==> config.mk <==
export PLATFORM = sky130hd
export DESIGN_NAME = vc_dd_sel_arbiter
export DESIGN_NICKNAME = d
export VERILOG_FILES = /design/src/rtl/vc_dd_pkg.sv /design/src/rtl/vc_dd_arb_timer.sv /design/src/rtl/vc_dd_sel_arbiter.sv
export SDC_FILE = /design/constraint.sdc
export NUM_CORES = 1
export LEC_CHECK = 0
export ABC_AREA = 1
export CORE_AREA = 2 2 42 44
export CTS_BUF_LIST = sky130_fd_sc_hd__clkbuf_4 sky130_fd_sc_hd__clkbuf_8 sky130_fd_sc_hd__clkbuf_16
export CTS_CLUSTER_SIZE = 12
export DETAILED_ROUTE_END_ITERATION = 16
export DIE_AREA = 0 0 44 46
export GPL_TIMING_DRIVEN = 0
export PLACE_DENSITY = 0.81
export SLEW_MARGIN = 20
export SYNTH_ARGS = -nofsm -noshare
export SYNTH_HDL_FRONTEND = slang
export SYNTH_HIERARCHICAL = 1
export SYNTH_SLANG_ARGS = --single-unit
==> constraint.sdc <==
create_clock -name clk -period 5.6 [get_ports clk]
set_clock_uncertainty 0.2 [all_clocks]
set_input_delay 1.12 -clock clk [delete_from_list [all_inputs] [get_ports clk]]
set_output_delay 1.12 -clock clk [all_outputs]
set_load 0.005 [all_outputs]
==> src/rtl/vc_dd_pkg.sv <==
// Shared types and constants for the vc_dd select arbiter and mux stage.
package vc_dd_pkg;

    localparam int VC_DD_DOMAIN_W = 2;

    typedef enum logic [1:0] {
        ARB_IDLE = 2'd0,
        ARB_GNT0 = 2'd1,
        ARB_GNT1 = 2'd2
    } arb_state_t;

    localparam logic [VC_DD_DOMAIN_W-1:0] VC_DD_DOM0 = 2'd0;
    localparam logic [VC_DD_DOMAIN_W-1:0] VC_DD_DOM1 = 2'd1;
    localparam logic [VC_DD_DOMAIN_W-1:0] VC_DD_DOM2 = 2'd2;
    localparam logic [VC_DD_DOMAIN_W-1:0] VC_DD_DOM3 = 2'd3;

endpackage

==> src/rtl/vc_dd_arb_timer.sv <==
// Saturating idle-timeout counter; expire flags the last allowed idle cycle.
module vc_dd_arb_timer
    import vc_dd_pkg::*;
#(
    parameter int p_timeout = 8
) (
    input  logic clk,
    input  logic reset,
    input  logic clr,
    input  logic inc,
    output logic expire
);

    localparam int W = $clog2(p_timeout + 1);
    localparam logic [W-1:0] LIM = W'(p_timeout - 1);

    logic [W-1:0] tcnt;

    always_ff @(posedge clk or negedge reset) begin
        if (!reset) begin
            tcnt <= '0;
        end else if (clr) begin
            tcnt <= '0;
        end else if (inc && tcnt != '1) begin
            tcnt <= tcnt + 1'b1;
        end
    end

    assign expire = inc & (tcnt == LIM);

endmodule

==> src/rtl/vc_dd_sel_arbiter.sv <==
// Two-requester domain-aware round-robin arbiter driving the dd mux select.
// Define VC_DD_ARB_DOMAIN_CHECK_EN to add the sticky err_domain output.
module vc_dd_sel_arbiter
    import vc_dd_pkg::*;
#(
    parameter int p_timeout = 8,
    parameter int p_dwidth  = VC_DD_DOMAIN_W
) (
    input  logic                clk,
    input  logic                reset,
    input  logic                req0_val,
    input  logic                req0_last,
    input  logic [p_dwidth-1:0] req0_domain,
    output logic                req0_rdy,
    input  logic                req1_val,
    input  logic                req1_last,
    input  logic [p_dwidth-1:0] req1_domain,
    output logic                req1_rdy,
    output logic                out_val,
    input  logic                out_rdy,
    output logic                sel,
    output logic [p_dwidth-1:0] out_domain,
`ifdef VC_DD_ARB_DOMAIN_CHECK_EN
    output logic                err_domain,
`endif
    output logic                busy
);

    arb_state_t state;
    logic       last_gnt;
    logic       in_gnt;
    logic       g1;
    logic       cur_val;
    logic       cur_last;
    logic       oth_val;
    logic       dom_err;
    logic       pass;
    logic       fire;
    logic       expire;
    logic       gnt_go;
    logic       gnt_id;
    logic       drop;

    always_comb begin
        in_gnt   = (state == ARB_GNT0) || (state == ARB_GNT1);
        g1       = (state == ARB_GNT1);
        cur_val  = g1 ? req1_val  : req0_val;
        cur_last = g1 ? req1_last : req0_last;
        oth_val  = g1 ? req0_val  : req1_val;
    end

`ifdef VC_DD_ARB_DOMAIN_CHECK_EN
    assign dom_err = in_gnt & cur_val
                   & ((g1 ? req1_domain : req0_domain) != out_domain);
`else
    assign dom_err = 1'b0;
`endif

    assign pass     = in_gnt & ~dom_err;
    assign out_val  = pass & cur_val;
    assign req0_rdy = pass & ~g1 & out_rdy;
    assign req1_rdy = pass &  g1 & out_rdy;
    assign fire     = out_val & out_rdy;
    assign busy     = in_gnt;

    vc_dd_arb_timer #(
        .p_timeout (p_timeout)
    ) u_timer (
        .clk    (clk),
        .reset  (reset),
        .clr    (~in_gnt | cur_val),
        .inc    (in_gnt & ~cur_val),
        .expire (expire)
    );

    // Ties go to whoever did not hold the last grant.
    always_comb begin
        gnt_go = 1'b0;
        gnt_id = 1'b0;
        drop   = 1'b0;
        unique case (1'b1)
            !in_gnt: begin
                gnt_go = req0_val | req1_val;
                gnt_id = req1_val & (~req0_val | ~last_gnt);
            end
            dom_err: begin
                drop = 1'b1;
            end
            (fire & cur_last): begin
                gnt_go = oth_val;
                gnt_id = ~g1;
                drop   = ~oth_val;
            end
            expire: begin
                drop = 1'b1;
            end
            default: begin
            end
        endcase
    end

    always_ff @(posedge clk or negedge reset) begin
        if (!reset) begin
            state      <= ARB_IDLE;
            sel        <= 1'b0;
            out_domain <= '0;
            last_gnt   <= 1'b1;
        end else if (gnt_go) begin
            state      <= gnt_id ? ARB_GNT1 : ARB_GNT0;
            sel        <= gnt_id;
            out_domain <= gnt_id ? req1_domain : req0_domain;
            last_gnt   <= gnt_id;
        end else if (drop) begin
            state      <= ARB_IDLE;
        end
    end

`ifdef VC_DD_ARB_DOMAIN_CHECK_EN
    always_ff @(posedge clk or negedge reset) begin
        if (!reset) begin
            err_domain <= 1'b0;
        end else if (dom_err) begin
            err_domain <= 1'b1;
        end
    end
`endif

endmodule

# == Word level (Yosys, flattened, before mapping) ==
# Index checks and enable logic that the tools add are counted.
# Widths: inputs -> output; s select.
# totals
out_inout_bits,7
n_memories,0
latchBits,0
input_bits,11
elab_cells,46
reg_bits,10
romBits,0
mem_bits_rw,0
# op_classes
multipliers,0
n_div,0
bitwise_logic,19
mux,12
addsub,1
magnitude_cmp,0
shift,0
reduce_logical,5
n_eq_ne,4
# ops
operator,n
$and 1x1->1,10
$mux 2,4
$mux 4,2
$not 1->1,6
$pmux 1 s2,3
$add 4x1->4 const B,1
$eq 4x3->1 const B,1
$ne 4x4->1 const B,1
$reduce_bool 2->1,2
$mux 1,3
$or 1x1->1,3
$eq 2x1->1 const B,1
$eq 2x2->1 const B,1
$logic_and 1x1->1,1
$logic_not 1->1,1
$logic_or 1x1->1,1

# == Logic depth before layout (Yosys ltp) ==
# Gate-level depths: netlist of run 1.
# logic_depth
ltp_word,8
ltp_mapped,12
ltp_nobuf,12

# == Hierarchy ==
# The synthesis of run 1 kept the hierarchy.
# modules_own_cells
mod,seq_area_each_um2,cells_each,area_per_inst_um2,instances
vc_dd_sel_arbiter,151.4,63,437.9,1
vc_dd_arb_timer,100.1,28,219.0,1

# == Least setup slack after synthesis of run 1 ==
# No wires, ideal clock.
# synth_path
path_type,input port to output port
start,input req1_val
end,output out_val
slack_ps,2885
required_ps,4280
path_stages,4
arrival_time_ps,1395
path_buffers,0
path_cell_list,inv_1 > nand2_1 > nand3_2 > inv_1
# synth_between
elab_chain_cells,2
# synth_lines
element,line_no,source
"start, declared",vc_dd_sel_arbiter.sv:15,"input logic req1_val,"
$mux 1,vc_dd_sel_arbiter.sv:47,cur_val = g1 ? req1_val : req0_val;
$and 1x1->1,vc_dd_sel_arbiter.sv:60,assign out_val = pass & cur_val;
"end, declared",vc_dd_sel_arbiter.sv:19,"output logic out_val,"
# No other way between the ends.

# == Final worst setup path of run 1 ==
# layout_path
start,input req0_val
end,output out_val
# layout_between
elab_chain_cells,2
# layout_lines
element,line_no,source
"start, declared",vc_dd_sel_arbiter.sv:11,"input logic req0_val,"
$mux 1,vc_dd_sel_arbiter.sv:47,
$and 1x1->1,vc_dd_sel_arbiter.sv:60,
# No other way between the ends.

==> results of run 1 <==
==> kinds of logic after synthesis <==
group	synth area share
AO/OA/AOI/OAI	0.06475
adder cells (fa/ha/maj)	0.05715
buffers and inverters	0.1067
flip-flops	0.3829
AND/OR/NAND/NOR	0.3886
==> power by group through the flow <==
stage          clock network, mW  logic [mW]  registers [mW]
6_report                  0.0529       0.238           0.111
5_1_grt                   0.0576       0.269           0.115
4_1_cts                   0.0557       0.241           0.111
3_5_place_dp                   0       0.240           0.112
3_3_place_gp                   0       0.238           0.111
2_1_floorplan                  0       0.158           0.111
==> final cells by class <==
| class | instances | area share |
|---|---|---|
| clock buffers | 4 | 0.03419 |
| inverters | 18 | 0.07977 |
| multi-input cells | 63 | 0.3818 |
| flip-flops and latches | 10 | 0.2863 |
| well taps | 17 | 0.02422 |
| repair buffers | 17 | 0.1937 |
==> cells in the final DEF, fill, tap and decap left out, types with 3 or more instances in the layout <==
cell,count
nand2_1,26
clkbuf_4,4
nand3_1,12
clkdlybuf4s50_1,17
dfrtp_1,9
nand2_2,3
a21oi_1,3
o21ai_0,3
inv_1,15
ha_1,3
nor2_1,4
==> sequential cells by signal (all words and copies together) (netlist names) <==
| name | count |
|---|---|
| u_timer/tcnt | 4 |
| out_domain | 2 |
| state | 2 |
| last_gnt | 1 |
| sel | 1 |
==> worst max path at each step <==
stage,startpoint,end,slack [ns],depth (start not counted)
2_1_floorplan,req1_val,out_val,2.89,4
3_3_place_gp,req1_val,out_val,1.83,6
3_5_place_dp,req0_val,out_val,1.83,6
4_1_cts,req0_val,out_val,1.82,6
5_1_grt,req1_val,out_val,1.76,6
6_report,req0_val,out_val,1.81,6
==> through the flow <==
step | hold slack (ns) | instances | util | area (um2) | total power [mW]
6_report | 0.2754 | 129 | 0.5442 | 878.3 | 0.4023
5_1_grt | 0.2938 | 129 | 0.5442 | 878.3 | 0.4412
4_1_cts | 0.2823 | 129 | 0.5442 | 878.3 | 0.4078
3_5_place_dp | 0.2695 | 125 | 0.5256 | 848.3 | 0.3523
3_3_place_gp | 0.2589 | 125 | 0.5256 | 848.3 | 0.3492
2_1_floorplan | 0.2418 | 91 | - | 656.9 | 0.2692
==> critical path, stage by stage <==
cell             delay, ns
clkdlybuf4s50_1       0.54
inv_1                 0.07
nand2_2               0.07
nand3_2               0.08
inv_1                 0.09
clkdlybuf4s50_1       0.50
==> routing by layer <==
metal  track usage  wire length (um)  share of wire  up-vias
met3       0.01190                66          0.057        0
met5             0                 0              0        -
met2        0.2029               535           0.46       13
met4       0.07273                 0              0        0
met1        0.2039               555           0.48      260
li1              -                 -              -      331
==> results by stage, run 1 <==
Setup path:
- In this run the critical register-to-register path is launched from state[0].
- The worst setup path is launched from an input port.
- The endpoint of the most critical register-to-register path is state[1].
- The register-to-register setup slack is roughly 3.6 ns.
- Counting cells, the worst reg-to-reg path comes to 11.
- Of all nets on the critical path, the largest fanout is 4.
- The required time reported for the critical path endpoint is 4.28 ns.
- The capturing element type of the critical path is a primary output.
- Data arrives at the worst endpoint at around 2.5 ns.
- The startpoint-to-endpoint class of the critical path is in -> out.

Global route:
- The via count of the first global-routing pass is around 550.
- The global-route usage over all layers is 0.1393.
- The remaining global-route overflow is 0.
- The wire length of the first global-routing pass is ~2100 um.
- Entering global routing, the biggest net connects 11 pins.
- The initial antenna violation count was 0.

Clocking:
- The CTS H-tree depth is 1.
- The CTS tree is yes.
- TritonCTS created 3 clock buffers.
- The clock insertion delay at the later pin of the skew report is roughly 0.25 ns.
- The post-CTS resize count is 0.
- After clock tree synthesis, the clock-pin slew on the worst setup and hold paths is approximately 0.060 ns.
- CTS placed an instance of clkbuf_4 at the clock tree root.
- Post-CTS timing repair inserted 0 buffers for setup.
- The number of buffers inserted by hold repair at cts is 0.
- The clock drives 10 sinks.
- In this run the deepest clock path goes through 2 buffers.

Synth:
- The part of the Yosys area used for sequential elements is 0.3829.
- The post-synthesis register bit count is 10.
- The number of unique standard cell types used by synthesis is 20.
- By count the netlist is led by 26 x nand2_1, 15 x inv_1, 12 x nand3_1.
- The most common flop cell mapped by yosys is dfrtp_1.
- The share of flip-flops with an asynchronous set or reset after synthesis is 1.000.
- Summing every instance area after synthesis gives approximately 660 um2.
- The cell type with the highest aggregate area in the netlist is dfrtp_1.
- The number of enable flip-flop cells after synthesis is 0.
- The number of warnings reported in the yosys synthesis log is 6.
- After synthesis, the mean cell area works out to approximately 7.2 um2.
- Sorting the synthesized cells by area gives the leading types as dfrtp_1 34%, nand2_1 15%, nand3_1 9.1%.
- The number of instances in the synthesized netlist is 91.
- Counting every net in the synthesized netlist gives between 100 and 150.
- The most instantiated library cell after synthesis is nand2_1.
- Of the post-synthesis cell area, the dominant cell type holds 0.3429.

STA:
- The highest attainable clock frequency is approximately 260 MHz.
- At the pin with the least slew margin, the transition time is around 0.4 ns.
- The remaining max-slew budget at the tightest pin is 0.7261.
- Summed over all failing endpoints, the final setup total negative slack is 0 ns.
- The count of pins over their slew limit is 0.
- The minimum period implied by the final worst setup slack is 3.786 ns.
- The final-report hold violation count came to 0.
- Once routing completed, OpenROAD measured the worst setup slack at around 1.8 ns.
- The final critical-path share of the clock period is 0.6761.
- The final setup violation count is 0.
- Setup repair after global routing left no endpoint under its margin.

Floorplanning:
- The vertical extent of the die is around 46 um.
- The floorplan row count is 15.
- The starting utilization of the core area is 0.4070.
- The die is 44 um wide.
- The overall die area is 2024 um2.
- The core box area is approximately 1600 um2.
- The number of primary I/O pins is 18.

Layout:
- The area taken by flip-flops and latches is 251.5 um2.
- In the final layout, the multi-input gates occupy 335.3 um2.
- The antenna diode count is 0.
- The post-layout net count is between 100 and 150.
- From synthesis to final layout, the design area changed by 33.71%.
- In the final layout, the share of cells above drive strength 1 is 0.1429.
- The layout filler cell count is 156.

Placed design:
- The HPWL after detailed placement is slightly below 1000 um.
- The count of input and output buffers is 17.
- Timing analysis after detailed placement gives a worst setup slack of about 1.8 ns.
- The weighted congestion reported at the end of routability-driven placement is 0.8124.

Worst hold path:
- The hold path startpoint is sel.
- The hold path depth is 2.
- The path with the worst hold slack has its endpoint at sel.
- The worst hold path class is reg -> reg.

Pwr:
- Across the VDD grid, the largest voltage drop is 0.3142 mV.
- The cell internal power dissipation is between 0.2 and 0.25 mW.
- The power density over cell area is 458.0 nW/um2.
- The share of total power dissipated in combinational logic is 0.593.
- The share of total power in the clock network is 0.132.
- Summed over all cells, the static leakage comes to between 0.4 and 0.5 nW.
- The power share of the sequential group is 0.276.
- The power spent charging and discharging nets is roughly 0.17 mW.
- The fraction of power spent switching nets is 0.4108.

Route:
- In this run the remaining antenna-violating nets after routing total 0.
- The routed layout has 604 vias.
- The detailed-route wire length is 1158 um.
- In the routed layout, each cell is associated on average with a via count of around 4.7.
- The count of unresolved DRC violations after routing is 0.
- The first-pass iteration count of the detailed router is 4.
- The first routing iteration left 10 violations.
- After detailed routing, the average wire length per cell comes to approximately 9 um.

Status:
- The flow ran to the end, and the final reports show no timing, DRC or antenna violations.

Run:
- Across the run, the number of max-cap violations was 0.
(Power assumes the default switching activity.)
==> inputs of run 2 (changes only) <==
Clock period 5.6 ns to 3.51 ns, I/O delays scaled along.
==> results of run 2 <==
Same layout as run 1 (identical final DEF). Status: complete, no violations.
Among the figures that moved: setup slack after placement 1.828 ns -> 0.5738 ns; setup slack after layout 1.814 ns -> 0.5599 ns; register-to-register setup slack 3.62 ns -> 1.53 ns; total power 0.4023 mW -> 0.6418 mW; worst IR drop on VDD 0.3142 mV -> 0.5013 mV
